`config.mk`:
```
export PLATFORM = sky130hd
export DESIGN_NAME = dlsc_demosaic_vng6_sequencer
export DESIGN_NICKNAME = d
export VERILOG_FILES = /design/src/rtl/dlsc_demosaic_vng6_sequencer.sv
export SDC_FILE = /design/constraint.sdc
export NUM_CORES = 1
export LEC_CHECK = 0
export ABC_AREA = 0
export CORE_MARGIN = 3
export CORE_UTILIZATION = 58
export DETAILED_ROUTE_END_ITERATION = 8
export PLACE_DENSITY = 0.84
export REMOVE_ABC_BUFFERS = 1
export SLEW_MARGIN = 25
export SYNTH_ARGS = -nofsm -noshare
export SYNTH_HDL_FRONTEND = slang
export SYNTH_SLANG_ARGS = --single-unit
```
`constraint.sdc`:
```
create_clock -name clk -period 3.38 [get_ports clk]
set_input_delay 1.014 -clock clk [delete_from_list [all_inputs] [get_ports clk]]
set_output_delay 1.014 -clock clk [all_outputs]
set_load 0.05 [all_outputs]
```
`src/rtl/dlsc_demosaic_vng6_sequencer.sv`:
```
// Sequencer for the VNG6 shift-register/ROM datapath: state index, push strobe,
// datapath stall (clk_en), and the valid/last pipeline that lines up with the datapath result.
module dlsc_demosaic_vng6_sequencer #(
    parameter int unsigned STATES    = 12,
    parameter logic [15:0] PUSH_MASK = 16'h0041,
    parameter int unsigned OUT_STATE = 11,
    parameter int unsigned LATENCY   = 4,
    parameter int unsigned WIDTH     = 640,
    parameter int unsigned XB        = 10
) (
    input  logic          clk,
    input  logic          rst,
    input  logic          in_valid,
    output logic          in_ready,
    output logic          clk_en,
    output logic [3:0]    st,
    output logic          push,
    input  logic          out_ready,
    output logic          out_valid,
    output logic          out_last,
    output logic [XB-1:0] col
);

    localparam logic [3:0]    ST_LAST  = 4'(STATES - 1);
    localparam logic [3:0]    ST_OUT   = 4'(OUT_STATE);
    localparam logic [XB-1:0] COL_LAST = XB'(WIDTH - 1);

    logic [3:0]       st_next;
    logic             need_in;
    logic             stall_in;
    logic             stall_out;
    logic             issue;
    logic             xfer;
    logic [XB-1:0]    col_in;
    logic [LATENCY:0] vld_pipe;
    logic [LATENCY:0] lst_pipe;

    // Stall decision and next slot state; an output stall wins over a waiting input word.
    always_comb begin
        st_next   = st;
        need_in   = PUSH_MASK[st];
        push      = need_in & ~rst;
        stall_in  = need_in & ~in_valid;
        stall_out = out_valid & ~out_ready;
        clk_en    = ~rst & ~stall_in & ~stall_out;
        in_ready  = clk_en & need_in;
        issue     = clk_en & (st == ST_OUT);
        xfer      = out_valid & out_ready;
        if (clk_en) begin
            st_next = (st == ST_LAST) ? 4'd0 : st + 4'd1;
        end
    end

    always_ff @(posedge clk) begin
        if (rst) begin
            st       <= 4'd0;
            col_in   <= '0;
            col      <= '0;
            vld_pipe <= '0;
            lst_pipe <= '0;
        end else begin
            st <= st_next;
            if (clk_en) begin
                vld_pipe <= {vld_pipe[LATENCY-1:0], issue};
                lst_pipe <= {lst_pipe[LATENCY-1:0], issue & (col_in == COL_LAST)};
                if (issue) begin
                    col_in <= (col_in == COL_LAST) ? '0 : col_in + XB'(1);
                end
            end else if (xfer) begin
                // Result taken while the datapath is starved: retire it so it is not re-sent.
                vld_pipe[LATENCY] <= 1'b0;
                lst_pipe[LATENCY] <= 1'b0;
            end
            if (xfer) begin
                col <= (col == COL_LAST) ? '0 : col + XB'(1);
            end
        end
    end

    assign out_valid = vld_pipe[LATENCY];
    assign out_last  = lst_pipe[LATENCY];

endmodule
```
* Word level (Yosys, flattened, before mapping)
Memories as Yosys holds them, arrays and structs flattened. A register that Yosys moved wholly into a read port is not among the register bits.
Index checks and enable logic that the tools add are counted.
** Storage, ports and cells
- Output and inout port bits :: 19
- ROM bits :: 16
- Memories kept :: 1
- Bits in writable memories :: 0
- Latch bits :: 0
- Input port bits :: 4
- Word-level logic and storage cells :: 40
- Register bits :: 34
** Cells by class
- Bitwise gates (word level) :: 14
- Equality and inequality tests :: 3
- Shift operators :: 0
- Div/mod/pow operators :: 0
- Reductions and logical operators :: 2
- $add $sub $neg :: 3
- Multiplexer cells :: 9
- Multiply operators :: 0
- $lt $le $gt $ge :: 1
** Memory list
- (name not given) :: words 16, bits a word 1, rd ports 1, clocked after Yosys merged registers in 1, write ports 0, RTL line 41 : need_in = PUSH_MASK[st];
** Operators with widths (number)
- adder 10 x 1 -> 10 bit (second input constant) :: 2
- equality test 10 bit (second input constant) :: 2
- 2-to-1 mux 10 bit :: 2
- 2-to-1 mux 4 bit :: 3
- AND 1 bit :: 9
- less-than comparator 4 x 5 -> 1 bit (second input constant) :: 1
- NOT 1 bit :: 5
- adder 4 x 1 -> 4 bit (second input constant) :: 1
- equality test 4 bit (second input constant) :: 1
- 2-to-1 mux 1 bit :: 4
- AND reduction 2 bit :: 1
- nonzero test 2 bit :: 1

* Longest topological paths before layout
- Depth in word-level cells :: 8
- Mapped depth :: 6
- Gate-level depth less buffers :: 5

* Least setup slack after synthesis
Ideal clock, no wire load.
- Path type :: input port to output port
- From :: in out_ready
- To :: out clk_en
- Arrival :: 2.193 ns
- Cell stages on the path :: 5
- Data required time :: 2.366 ns
- Slack :: 0.173 ns
- Path buffers :: 2
- Cell sequence :: nand2b_1 buf_6 nand2_1 clkbuf_1 nor2_1
** On the way
- Longest elaborated chain between the ends :: 4
** RTL lines
- start: declaration :: RTL line 18 : input logic out_ready,
- NOT 1 bit :: RTL line 44 : stall_out = out_valid & ~out_ready;
- AND 1 bit :: RTL line 44
- NOT 1 bit :: RTL line 45 : clk_en = ~rst & ~stall_in & ~stall_out;
- AND 1 bit :: RTL line 45
- end: declaration :: RTL line 15 : output logic clk_en,
Every way passes these cells.

* Worst setup path after layout
- From :: in out_ready
- To :: out in_ready
** On the way
- Longest elaborated chain between the ends :: 5
** RTL lines
- NOT 1 bit :: RTL line 44
- AND 1 bit :: RTL line 44
- NOT 1 bit :: RTL line 45
- AND 1 bit :: RTL line 45
- AND 1 bit :: RTL line 46 : in_ready = clk_en & need_in;
- end: declaration :: RTL line 14 : output logic in_ready,
Every way passes these cells.

==> key figures <==
Run
  • Number of violations of the max-capacitance limit: 0

Synth
  • Portion of the post-synthesis area used by sequential elements: 41.88%
  • Post-synthesis average cell area: 8.579 um2
  • Yosys reg bits: 35
  • Total standard cell area after synthesis: 1673 um2
  • Gate count of the mapped netlist: 195
  • Number of distinct standard cells referenced by the synthesized netlist: 40
  • Most used DFF post-synth: sky130_fd_sc_hd__dfxtp_1
  • Number of enable flip-flop cells after synthesis: 0
  • Yosys Warn Count: 0
  • Share of flip-flops with an asynchronous set or reset after synthesis: 0%

Drt
  • Vias after detailed routing: 1,567
  • Detailed-route vias per instance: 6.169
  • Count of nets left with antenna violations after detail routing: 0
  • Initial DRC count: 135
  • Wire length per cell after detailed routing: 15.54 um
  • First-pass iteration count of the detailed router: 4
  • Total wire length after detailed routing: 3946 um
  • DRC errors left: 0

Placed design
  • Final weighted congestion in routability-driven placement: 0.8643
  • Post-Place Cells: 247
  • IO Port Bufs: 22
  • DP Wirelength: 2909 um
  • Pre-CTS setup slack: 0.08340 ns

Power and ir drop
  • Pwr per Cell Area: 388.1 nW/um2
  • Leakage power of the design: 0.7169 nW
  • Tot Pwr: 0.7829 mW
  • Worst vdd ir: 352.1 uV

Run status
  • Outcome: completed

Final layout
  • Final Non-Filler Cells: 254
  • Area taken by multi-input logic gates: 889.6 um2
  • Final layout net count: 231
  • Layout cells sized above 1: 9.375%
  • Number of filler instances in the final layout: 189
  • Total inserted antenna cells: 0
  • Footprint of the flip-flops and latches: 700.7 um2
  • Area growth from synthesis to layout: 20.57%

STA
  • Final setup violation count: 0
  • Setup clock skew after layout: 0.002433 ns
  • Final Max Slew Viols: 0
  • Worst-Margin Slew: 0.7104 ns
  • Shortest period the worst path allows: 3.318 ns
  • Setup repair after global routing missed its margin: false
  • Share of the cycle needed by the critical path after routing: 98.15%
  • Worst slew slack as a fraction of its limit: 52.14%
  • TNS Setup: 0 ns
  • Worst Slack Setup Final: 0.06238 ns
  • Highest clock rate: 301.4 MHz
  • Final Hold Viols: 0

Global routing
  • Wire length of the first global-routing pass: 6568 um
  • Pin count of the biggest net entering global routing: 12
  • GRT Overall Usage: 24.69%
  • Number of antenna violations at the first check in global routing: 0
  • Grt ovf: 0
  • Vias in the first global route: 1,436

Clock network
  • Resized Gates After CTS: 0
  • Num CTS Buffers: 5
  • Clk buf depth: 2
  • Cell at the root of the clock tree: sky130_fd_sc_hd__clkbuf_4
  • H-Tree Level Count: 2
  • CTS tree: built
  • TritonCTS Sinks: 35
  • Clock latency on the worst-skew pair: 0.34 ns
  • Cts-stage hold buffer count: 0
  • Setup Buffers After CTS: 0
  • Clock transition at path regs: 0.10 ns

Worst setup path
  • Worst r2r dst: col_in[5]$_SDFFE_PP0P_
  • CP Launch Point: out_ready
  • R2r worst-path depth: 5
  • Worst Path Max Fanout: 5
  • Crit path capture type: primary output
  • FF-to-FF setup slack: 1.21 ns
  • Worst setup path endpoint: in_ready
  • RR Startpoint: st[0]$_SDFFE_PP0N_
  • Arrival @ worst endpoint: 2.30 ns
  • Setup crit start kind: input port
  • Critical setup path kind: in2out
  • Data required time of the critical path: 2.37 ns

Floorplan
  • Starting density of the core: 64.03%
  • Core outline area: 2613 um2
  • Die H: 59.71 um
  • Die footprint: 3565 um2
  • DIE WIDTH: 59.71 um
  • Ports placed on the boundary: 23
  • Number of core rows: 18

Hold path
  • Class of the most critical hold timing path: reg2reg
critical path, stage by stage:
cell and delay, ns:
sky130_fd_sc_hd__clkdlybuf4s50_1 0.48, sky130_fd_sc_hd__nor2b_1 0.32, sky130_fd_sc_hd__nor2_1 0.10, sky130_fd_sc_hd__and3_1 0.23, sky130_fd_sc_hd__buf_12 0.16
layout make-up:
type                       instances  share of cell area [%]
clock buffer                       6                   2.543
clock inverter                     1                  0.2481
inverter                           6                   1.117
multi-input combinational        146                   44.11
sequential                        35                   34.74
tap                               30                   1.861
timing repair buffer              30                   15.38
through the flow:
stage | hold WS, ns | area, um2 | utilization [%]
floorplan | 0.4259 | 1613 | -
global route | 0.4807 | 2017 | 77.20
CTS | 0.4574 | 2017 | 77.20
global placement | 0.4368 | 1961 | 75.05
detailed placement | 0.4426 | 1961 | 75.05
finish | 0.4547 | 2017 | 77.20
synthesized netlist by cell type (3+ instances only):
| master | n | area (um2) |
|---|---|---|
| sky130_fd_sc_hd__and3b_1 | 3 | 26.28 |
| sky130_fd_sc_hd__buf_6 | 4 | 45.04 |
| sky130_fd_sc_hd__a21oi_1 | 20 | 100.1 |
| sky130_fd_sc_hd__inv_1 | 5 | 18.77 |
| sky130_fd_sc_hd__nand2_1 | 26 | 97.59 |
| sky130_fd_sc_hd__nand3_1 | 10 | 50.05 |
| sky130_fd_sc_hd__or4_1 | 3 | 22.52 |
| sky130_fd_sc_hd__o21ai_0 | 7 | 35.03 |
| sky130_fd_sc_hd__xor2_1 | 6 | 52.55 |
| sky130_fd_sc_hd__or3_1 | 4 | 25.02 |
| sky130_fd_sc_hd__and4_1 | 4 | 35.03 |
| sky130_fd_sc_hd__nand4_1 | 3 | 18.77 |
| sky130_fd_sc_hd__ha_1 | 3 | 37.54 |
| sky130_fd_sc_hd__nor2b_1 | 4 | 25.02 |
| sky130_fd_sc_hd__dfxtp_1 | 35 | 700.7 |
| sky130_fd_sc_hd__nor2_1 | 17 | 63.81 |
| sky130_fd_sc_hd__clkbuf_1 | 4 | 15.01 |
| sky130_fd_sc_hd__o31ai_1 | 4 | 30.03 |
| sky130_fd_sc_hd__and2_1 | 4 | 25.02 |
cells in the final DEF, fill, tap and decap left out, drive strengths merged, types with 2 or more instances in the layout:
cell type / count
and2: 4
a211oi: 2
nand3: 10
dfxtp: 35
buf: 11
clkdlybuf4s50: 19
o31ai: 4
ha: 3
and3: 2
a22oi: 2
nand2b: 2
or3: 4
mux2i: 2
nand2: 26
or4: 3
and3b: 3
and4: 4
nor2b: 4
nand4: 5
nor3b: 2
o21ai: 7
a21oi: 20
xor2: 6
a221oi: 2
nor2: 17
inv: 6
clkbuf: 6
per-layer routing:
| metal | part of all wire [%] | wire length (um) | up-vias | global-route usage [%] |
|---|---|---|---|---|
| li1 | - | - | 760 | - |
| met1 | 42 | 1652 | 725 | 29.51 |
| met2 | 49 | 1925 | 70 | 40.74 |
| met3 | 7.1 | 279 | 12 | 6.695 |
| met4 | 2.2 | 88 | 0 | 11.71 |
| met5 | 0 | 0 | - | 0 |
flip-flops by register name, summed over array words and instances, names as in the netlist:
| register | count |
|---|---|
| need_in | 1 |
| col | 10 |
| vld_pipe | 5 |
| lst_pipe | 5 |
| st | 4 |
| col_in | 10 |
cell families (layout without fill, tap and decap cells):
| family | after synthesis | in the layout | synth area share [%] |
|---|---|---|---|
| fa+ha+maj | 3 | 3 | 2.244 |
| flops | 35 | 35 | 41.88 |
| xor+xnor | 7 | 7 | 3.665 |
| compound gates | 45 | 45 | 16.75 |
| simple gates | 89 | 89 | 29.32 |
| mux | 2 | 2 | 1.197 |
| buf+inv | 14 | 43 | 4.936 |
worst min-delay path by stage:
stage / start / end / slack, ns / depth (start not counted)
6_report: lst_pipe[2]$_SDFFE_PP0N_ / lst_pipe[3]$_SDFFE_PP0N_ / 0.45 / 2
5_1_grt: lst_pipe[1]$_SDFFE_PP0N_ / lst_pipe[2]$_SDFFE_PP0N_ / 0.48 / 2
4_1_cts: lst_pipe[2]$_SDFFE_PP0N_ / lst_pipe[3]$_SDFFE_PP0N_ / 0.46 / 2
3_5_place_dp: lst_pipe[2]$_SDFFE_PP0N_ / lst_pipe[3]$_SDFFE_PP0N_ / 0.44 / 2
3_3_place_gp: lst_pipe[2]$_SDFFE_PP0N_ / lst_pipe[3]$_SDFFE_PP0N_ / 0.44 / 2
2_1_floorplan: lst_pipe[0]$_SDFFE_PP0N_ / lst_pipe[1]$_SDFFE_PP0N_ / 0.43 / 2
report_power, final:
group	switching, mW	total [mW]	internal [mW]
combinational	0.0747	0.125	0.0502
clock	0.134	0.231	0.0963
sequential	0.00932	0.427	0.418
total	0.218	0.783	0.564
No activity file was read; power rests on OpenSTA's default activity.
